File: src/rtl/graphic_unit_scheduler_pkg.sv
// Shared types for the graphic unit scheduler: sequencer states, pixel/coordinate widths, RGB565 packing.
package graphic_unit_scheduler_pkg;

  localparam int COLOR_W = 16;
  localparam int COORD_W = 12;

  typedef enum logic [2:0] {
    ST_IDLE,
    ST_SELECT,
    ST_LAUNCH,
    ST_WAIT,
    ST_LINE_END,
    ST_WAIT_ACK
  } state_t;

  function automatic logic [COLOR_W-1:0] rgb565(input logic [4:0] r, input logic [5:0] g,
                                                input logic [4:0] b);
    return {r, g, b};
  endfunction

endpackage

File: src/rtl/graphic_unit_scheduler_wr_mux.sv
// Forwards the selected unit's pixel write to the line buffer, clipped to LINE_W.
// Registered, 1-cycle latency; no backpressure, unselected or disabled writes are dropped.
module graphic_unit_scheduler_wr_mux
  import graphic_unit_scheduler_pkg::*;
#(
  parameter int N_UNITS = 4,
  parameter int LINE_W  = 320,
  parameter int SEL_W   = 3
) (
  input  logic                       clk,
  input  logic                       reset,
  input  logic                       en,
  input  logic [SEL_W-1:0]           sel,
  input  logic [N_UNITS-1:0]         unit_wr,
  input  logic [COORD_W*N_UNITS-1:0] unit_dx,
  input  logic [COLOR_W*N_UNITS-1:0] unit_data,
  output logic                       lb_wr,
  output logic [COORD_W-1:0]         lb_addr,
  output logic [COLOR_W-1:0]         lb_data
);

  logic               wr_sel;
  logic [COORD_W-1:0] dx_sel;
  logic [COLOR_W-1:0] data_sel;
  logic               wr_ok;

  always_comb begin
    wr_sel   = 1'b0;
    dx_sel   = '0;
    data_sel = '0;
    for (int i = 0; i < N_UNITS; i++) begin
      if (sel == SEL_W'(i)) begin
        wr_sel   = unit_wr[i];
        dx_sel   = unit_dx[COORD_W*i +: COORD_W];
        data_sel = unit_data[COLOR_W*i +: COLOR_W];
      end
    end
  end

  assign wr_ok = en && wr_sel && (dx_sel < COORD_W'(LINE_W));

  always_ff @(posedge clk) begin
    if (reset) begin
      lb_wr   <= 1'b0;
      lb_addr <= '0;
      lb_data <= '0;
    end else begin
      lb_wr <= wr_ok;
      if (wr_ok) begin
        lb_addr <= dx_sel;
        lb_data <= data_sel;
      end
    end
  end

endmodule

File: src/rtl/graphic_unit_scheduler.sv
// Per-scanline sequencer: starts enabled units in index order, waits for done or watchdog, then
// handshakes the finished line with the display; the write path adds 1 cycle and never stalls units.
module graphic_unit_scheduler
  import graphic_unit_scheduler_pkg::*;
#(
  parameter int N_UNITS = 4,
  parameter int LINES   = 240,
  parameter int LINE_W  = 320,
  parameter int TIMEOUT = 1024
) (
  input  logic                       clk,
  input  logic                       reset,
  input  logic                       frame_start,
  input  logic [N_UNITS-1:0]         unit_en,
  output logic [N_UNITS-1:0]         unit_start,
  input  logic [N_UNITS-1:0]         unit_done,
  input  logic [N_UNITS-1:0]         unit_wr,
  input  logic [COORD_W*N_UNITS-1:0] unit_dx,
  input  logic [COLOR_W*N_UNITS-1:0] unit_data,
  output logic [COORD_W-1:0]         dy,
  output logic                       lb_wr,
  output logic [COORD_W-1:0]         lb_addr,
  output logic [COLOR_W-1:0]         lb_data,
  output logic                       line_ready,
  input  logic                       line_ack,
  output logic                       busy,
  output logic                       frame_done,
  output logic [N_UNITS-1:0]         timeout_err
);

  // cur needs one extra bit to express "past the last unit"
  localparam int CUR_W = $clog2(N_UNITS) + 1;
  localparam int WD_W  = $clog2(TIMEOUT) + 1;

  state_t               state, state_n;
  logic [CUR_W-1:0]     cur, cur_n, pick;
  logic [COORD_W-1:0]   dy_n;
  logic [N_UNITS-1:0]   mask, mask_n, terr_n;
  logic [WD_W-1:0]      wd, wd_n;
  logic                 fdone_n, found, done_cur;

  always_comb begin
    found    = 1'b0;
    pick     = cur;
    done_cur = 1'b0;
    for (int i = N_UNITS - 1; i >= 0; i--) begin
      if (mask[i] && (CUR_W'(i) >= cur)) begin
        found = 1'b1;
        pick  = CUR_W'(i);
      end
    end
    for (int i = 0; i < N_UNITS; i++) begin
      if (cur == CUR_W'(i)) done_cur = unit_done[i];
    end
  end

  always_comb begin
    state_n    = state;
    cur_n      = cur;
    dy_n       = dy;
    mask_n     = mask;
    terr_n     = timeout_err;
    wd_n       = wd;
    fdone_n    = 1'b0;
    unit_start = '0;
    case (state)
      ST_IDLE: begin
        if (frame_start) begin
          mask_n  = unit_en;
          terr_n  = '0;
          dy_n    = '0;
          cur_n   = '0;
          state_n = ST_SELECT;
        end
      end
      ST_SELECT: begin
        if (found) begin
          cur_n   = pick;
          state_n = ST_LAUNCH;
        end else begin
          state_n = ST_LINE_END;
        end
      end
      ST_LAUNCH: begin
        for (int i = 0; i < N_UNITS; i++) unit_start[i] = (cur == CUR_W'(i));
        wd_n    = '0;
        state_n = ST_WAIT;
      end
      ST_WAIT: begin
        if (done_cur) begin
          cur_n   = cur + CUR_W'(1);
          state_n = ST_SELECT;
        end else if (wd == WD_W'(TIMEOUT - 1)) begin
          for (int i = 0; i < N_UNITS; i++) begin
            if (cur == CUR_W'(i)) terr_n[i] = 1'b1;
          end
          cur_n   = cur + CUR_W'(1);
          state_n = ST_SELECT;
        end else if (wd != '1) begin
          wd_n = wd + WD_W'(1);
        end
      end
      ST_LINE_END: state_n = ST_WAIT_ACK;
      ST_WAIT_ACK: begin
        if (line_ack) begin
          if (dy == COORD_W'(LINES - 1)) begin
            fdone_n = 1'b1;
            state_n = ST_IDLE;
          end else begin
            dy_n    = dy + COORD_W'(1);
            cur_n   = '0;
            state_n = ST_SELECT;
          end
        end
      end
      default: state_n = ST_IDLE;
    endcase
  end

  always_ff @(posedge clk) begin
    if (reset) begin
      state       <= ST_IDLE;
      cur         <= '0;
      dy          <= '0;
      mask        <= '0;
      wd          <= '0;
      timeout_err <= '0;
      frame_done  <= 1'b0;
    end else begin
      state       <= state_n;
      cur         <= cur_n;
      dy          <= dy_n;
      mask        <= mask_n;
      wd          <= wd_n;
      timeout_err <= terr_n;
      frame_done  <= fdone_n;
    end
  end

  assign busy       = (state != ST_IDLE);
  assign line_ready = (state == ST_WAIT_ACK);

  graphic_unit_scheduler_wr_mux #(
    .N_UNITS(N_UNITS),
    .LINE_W (LINE_W),
    .SEL_W  (CUR_W)
  ) u_wr_mux (
    .clk      (clk),
    .reset    (reset),
    .en       (state == ST_WAIT),
    .sel      (cur),
    .unit_wr  (unit_wr),
    .unit_dx  (unit_dx),
    .unit_data(unit_data),
    .lb_wr    (lb_wr),
    .lb_addr  (lb_addr),
    .lb_data  (lb_data)
  );

endmodule

File: config.mk
export PLATFORM = sky130hd
export DESIGN_NAME = graphic_unit_scheduler
export DESIGN_NICKNAME = d
export VERILOG_FILES = /design/src/rtl/graphic_unit_scheduler_pkg.sv /design/src/rtl/graphic_unit_scheduler_wr_mux.sv /design/src/rtl/graphic_unit_scheduler.sv
export SDC_FILE = /design/constraint.sdc
export NUM_CORES = 1
export LEC_CHECK = 0
export BUFFER_PORTS_ARGS = -buffer_cell sky130_fd_sc_hd__buf_2
export CORE_MARGIN = 2
export CORE_UTILIZATION = 40
export DETAILED_ROUTE_END_ITERATION = 6
export HOLD_SLACK_MARGIN = 0.15
export MAX_ROUTING_LAYER = met4
export PLACE_DENSITY = 0.68
export SLEW_MARGIN = 30
export SYNTH_ARGS = -nofsm -noshare
export SYNTH_HDL_FRONTEND = slang
export SYNTH_SLANG_ARGS = --single-unit
File: constraint.sdc
create_clock -name clk -period 7.81 [get_ports clk]
set_clock_uncertainty 0.2 [all_clocks]
set_input_delay 0.781 -clock clk [delete_from_list [all_inputs] [get_ports clk]]
set_output_delay 0.781 -clock clk [all_outputs]
set_load 0.1 [all_outputs]
==> impl_metrics.csv <==
group,metric,value,unit
drt,via_count,4357,
clock_network,insertion_delay,0.35,ns
clock_network,post_cts_resized,0,
timing,timing.final.hold_violations,0,
status,status,"complete, no violations",
yosys,synthCells,511,
yosys,synthFlopType,"dfxtp_1",
yosys,yosys.area_share.simple,26.2,%
setup_path,setup.worst_path.end_class,"output port",
place,gp_congestion,0.904,
yosys,synth_most_common_cell,"a21oi_1",
clock_network,clkTransAtPathRegs,0.07,ns
drt,dr.pass1.iters,6,
yosys,yosys-top-cells-area,"dfxtp_1 33%, a21oi_1 10%, a211oi_2 5.2%",
clock_network,cts-root-buf,"clkbuf_8",
die,initial_core_util,41.5,%
yosys,synthMuxAreaShare,1.25,%
timing,slew_headroom,44.5,%
place,dp_cells,778,
drt,final_antenna_net_count,0,
drt,avgViaCountPerCell,5.49,
yosys,synth-xor-area-share,3.85,%
timing,drv_slew,0,
yosys,synth_top_family_by_area,"compound AO/OA/AOI/OAI gates",
yosys,synth_top_area_cell,"dfxtp_1",
yosys,synth_edf_count,0,
die,core-area,0.00986,mm2
power_and_ir_drop,p_per_area,226,mW/mm2
yosys,ys_ff_latch,67,
finish,syn_to_final_growth,27.0,%
yosys,yosys.cell_types.count,58,
timing,finalCriticalPeriod,3.66,ns
yosys,seq_area_frac_synth,32.8,%
setup_path,worstPathRequired,6.83,ns
global_route,antenna_found_initial,0,
die,die_y,105,um
yosys,netlist_top_cells_count,"85 x a21oi_1, 67 x dfxtp_1, 50 x nor2_1",
die,num_rows,36,
timing,rsz0062_at_grt,"no",
die,pin_count,180,
clock_network,hold_buffers,0,
clock_network,cts_made_buffers,9,
finish,nNetsFinal,789,
setup_path,worst-path-max-fanout,29,
drt,drtIter0Drc,254,
clock_network,cts_tree,"built",
setup_path,worst_setup_path_start_kind,"flip-flop",
drt,drc,0,
clock_network,cts_num_sinks,67,
timing,hold_ws,0.260,ns
yosys,avgSynthCellArea,8.01,um2
finish,layout.cells.non_filler,794,
flow_run,maxCapViolCount,0,
yosys,yosys_warnings,0,
yosys,synth_nets,644,
yosys,syn-cell-area,0.00409,mm2
yosys,synth_async_sr_flop_share,0,%
clock_network,cts_setup_buffers,0,
yosys,synth_top_area_share,32.8,%
timing,worstMarginPinSlew,0.833,ns
timing,setup_violations,0,
setup_path,cp.arrival,2.67,ns
power_and_ir_drop,power_leakage,2.23,nW
global_route,overflow,0,
clock_network,cts_max_level,3,
global_route,grt_max_degree,55,
place,post-dp-hpwl,9520,um
global_route,grt_pass1_vias,4092,
global_route,grt_pass1_wl,20100,um
setup_path,path_class,"reg2out",
clock_network,cts_buffer_depth,2,
die,dieArea,0.0111,mm2
place,io_buffers,179,
die,die_x,105,um
hold_path,min_path_type,"reg2reg",
yosys,synth_compound_area_share,27.7,%
timing,fin_tns_setup,0,ns
drt,wl_per_cell,16.3,um
yosys,yosys.area_share.adder,1.53,%
timing,finalCritPeriodShare,46.8,%
global_route,gr-usage-all-layers,22.9,%
power_and_ir_drop,ir_worst_vdd,0.133,mV
drt,totalWireLength,12900,um
finish,fin_util,52.7,%
finish,diodes,0,
timing,fmax,274,MHz
finish,drive_above_1_share,36.0,%
[flip-flops by register name, summed over array words and instances, names as in the netlist]
name              cells
timeout_err           4
state                 3
u_wr_mux.lb_data     16
cur                   3
mask                  4
u_wr_mux.lb_wr        1
frame_done            1
dy                   12
u_wr_mux.lb_addr     12
wd                   11
[final timing paths]
check | from | endpoint | slack, ns | cells past startpoint
worst max-delay path | cur[0]$_SDFFE_PP0P_ | unit_start[0] | 4.15 | 5
worst min-delay path | wd[10]$_SDFFE_PP0P_ | wd[10]$_SDFFE_PP0P_ | 0.26 | 2
worst max register to register | cur[0]$_SDFFE_PP0P_ | u_wr_mux.lb_data[12]$_SDFFE_PP0P_ | 4.38 | 8
worst min register to register | wd[10]$_SDFFE_PP0P_ | wd[10]$_SDFFE_PP0P_ | 0.26 | 2
[cells by family after synthesis]
logic type / Yosys count
and+or+nand+nor: 201
DFF: 67
xor gates and xnor gates: 18
buffers and inverters: 53
muxes: 5
adders and majority gates: 5
AOI/OAI and AO/OA: 162
[per-stage QoR]
| step | setup slack [ns] | total power, mW | cell area (um2) |
|---|---|---|---|
| 2_1_floorplan | 3.49 | 0.745 | 4090 |
| 3_3_place_gp | 3.99 | 0.833 | 4910 |
| 3_5_place_dp | 3.77 | 0.846 | 4950 |
| 4_1_cts | 3.75 | 1.17 | 5180 |
| 5_1_grt | 4.01 | 1.24 | 5190 |
| 6_report | 4.15 | 1.17 | 5190 |
[where the power goes]
part | switching, mW | internal, mW
clock | 0.139 | 0.188
sequential | 0.0253 | 0.352
combinational | 0.290 | 0.179
[final cells by class]
cell class / count / area [um2]
Multi-Input combinational cell: 391 / 2510
Tap cell: 133 / 166
Clock buffer: 10 / 138
Fill cell: 960 / 4670
Sequential cell: 67 / 1340
Inverter: 7 / 26.3
Timing Repair Buffer: 180 / 923
Clock inverter: 6 / 88.8
[worst max-delay path, cell delays in order (launching register included)]
cell and delay [ns]:
dfxtp_1 0.48, inv_1 0.22, ha_2 0.56, nor2b_1 0.29, nor2b_1 0.29, buf_2 0.49
[layout by cell type, fill, tap and decap left out, types with 3 or more instances in the layout]
cell and instances:
a211oi_1 10, a211oi_2 17, a21o_1 3, a21oi_1 85, a2bb2oi_1 22, a31oi_1 3, and3_1 4, buf_2 179
clkbuf_8 10, dfxtp_1 67, ha_1 3, inv_1 7, mux2i_1 4, nand2_1 40, nand2b_1 5, nand3_1 36
nand4_1 11, nor2_1 50, nor2b_1 10, nor3_1 7, nor3_2 3, nor3b_2 3, nor4b_1 3, o21ai_0 5
o31ai_1 4, or2_2 3, or4_1 4, xnor2_1 9, xor2_1 9
[metal layers]
layer  GRT usage [%]  routed length (um)  vias to the layer above
li1                -                   -                     2144
met1            29.9                5880                     2031
met2            35.6                6070                      167
met3            4.74                 776                       15
met4            7.43                 229                        0
met5               -                   0                        -
Note: power is estimated with default switching activity, not from simulation.
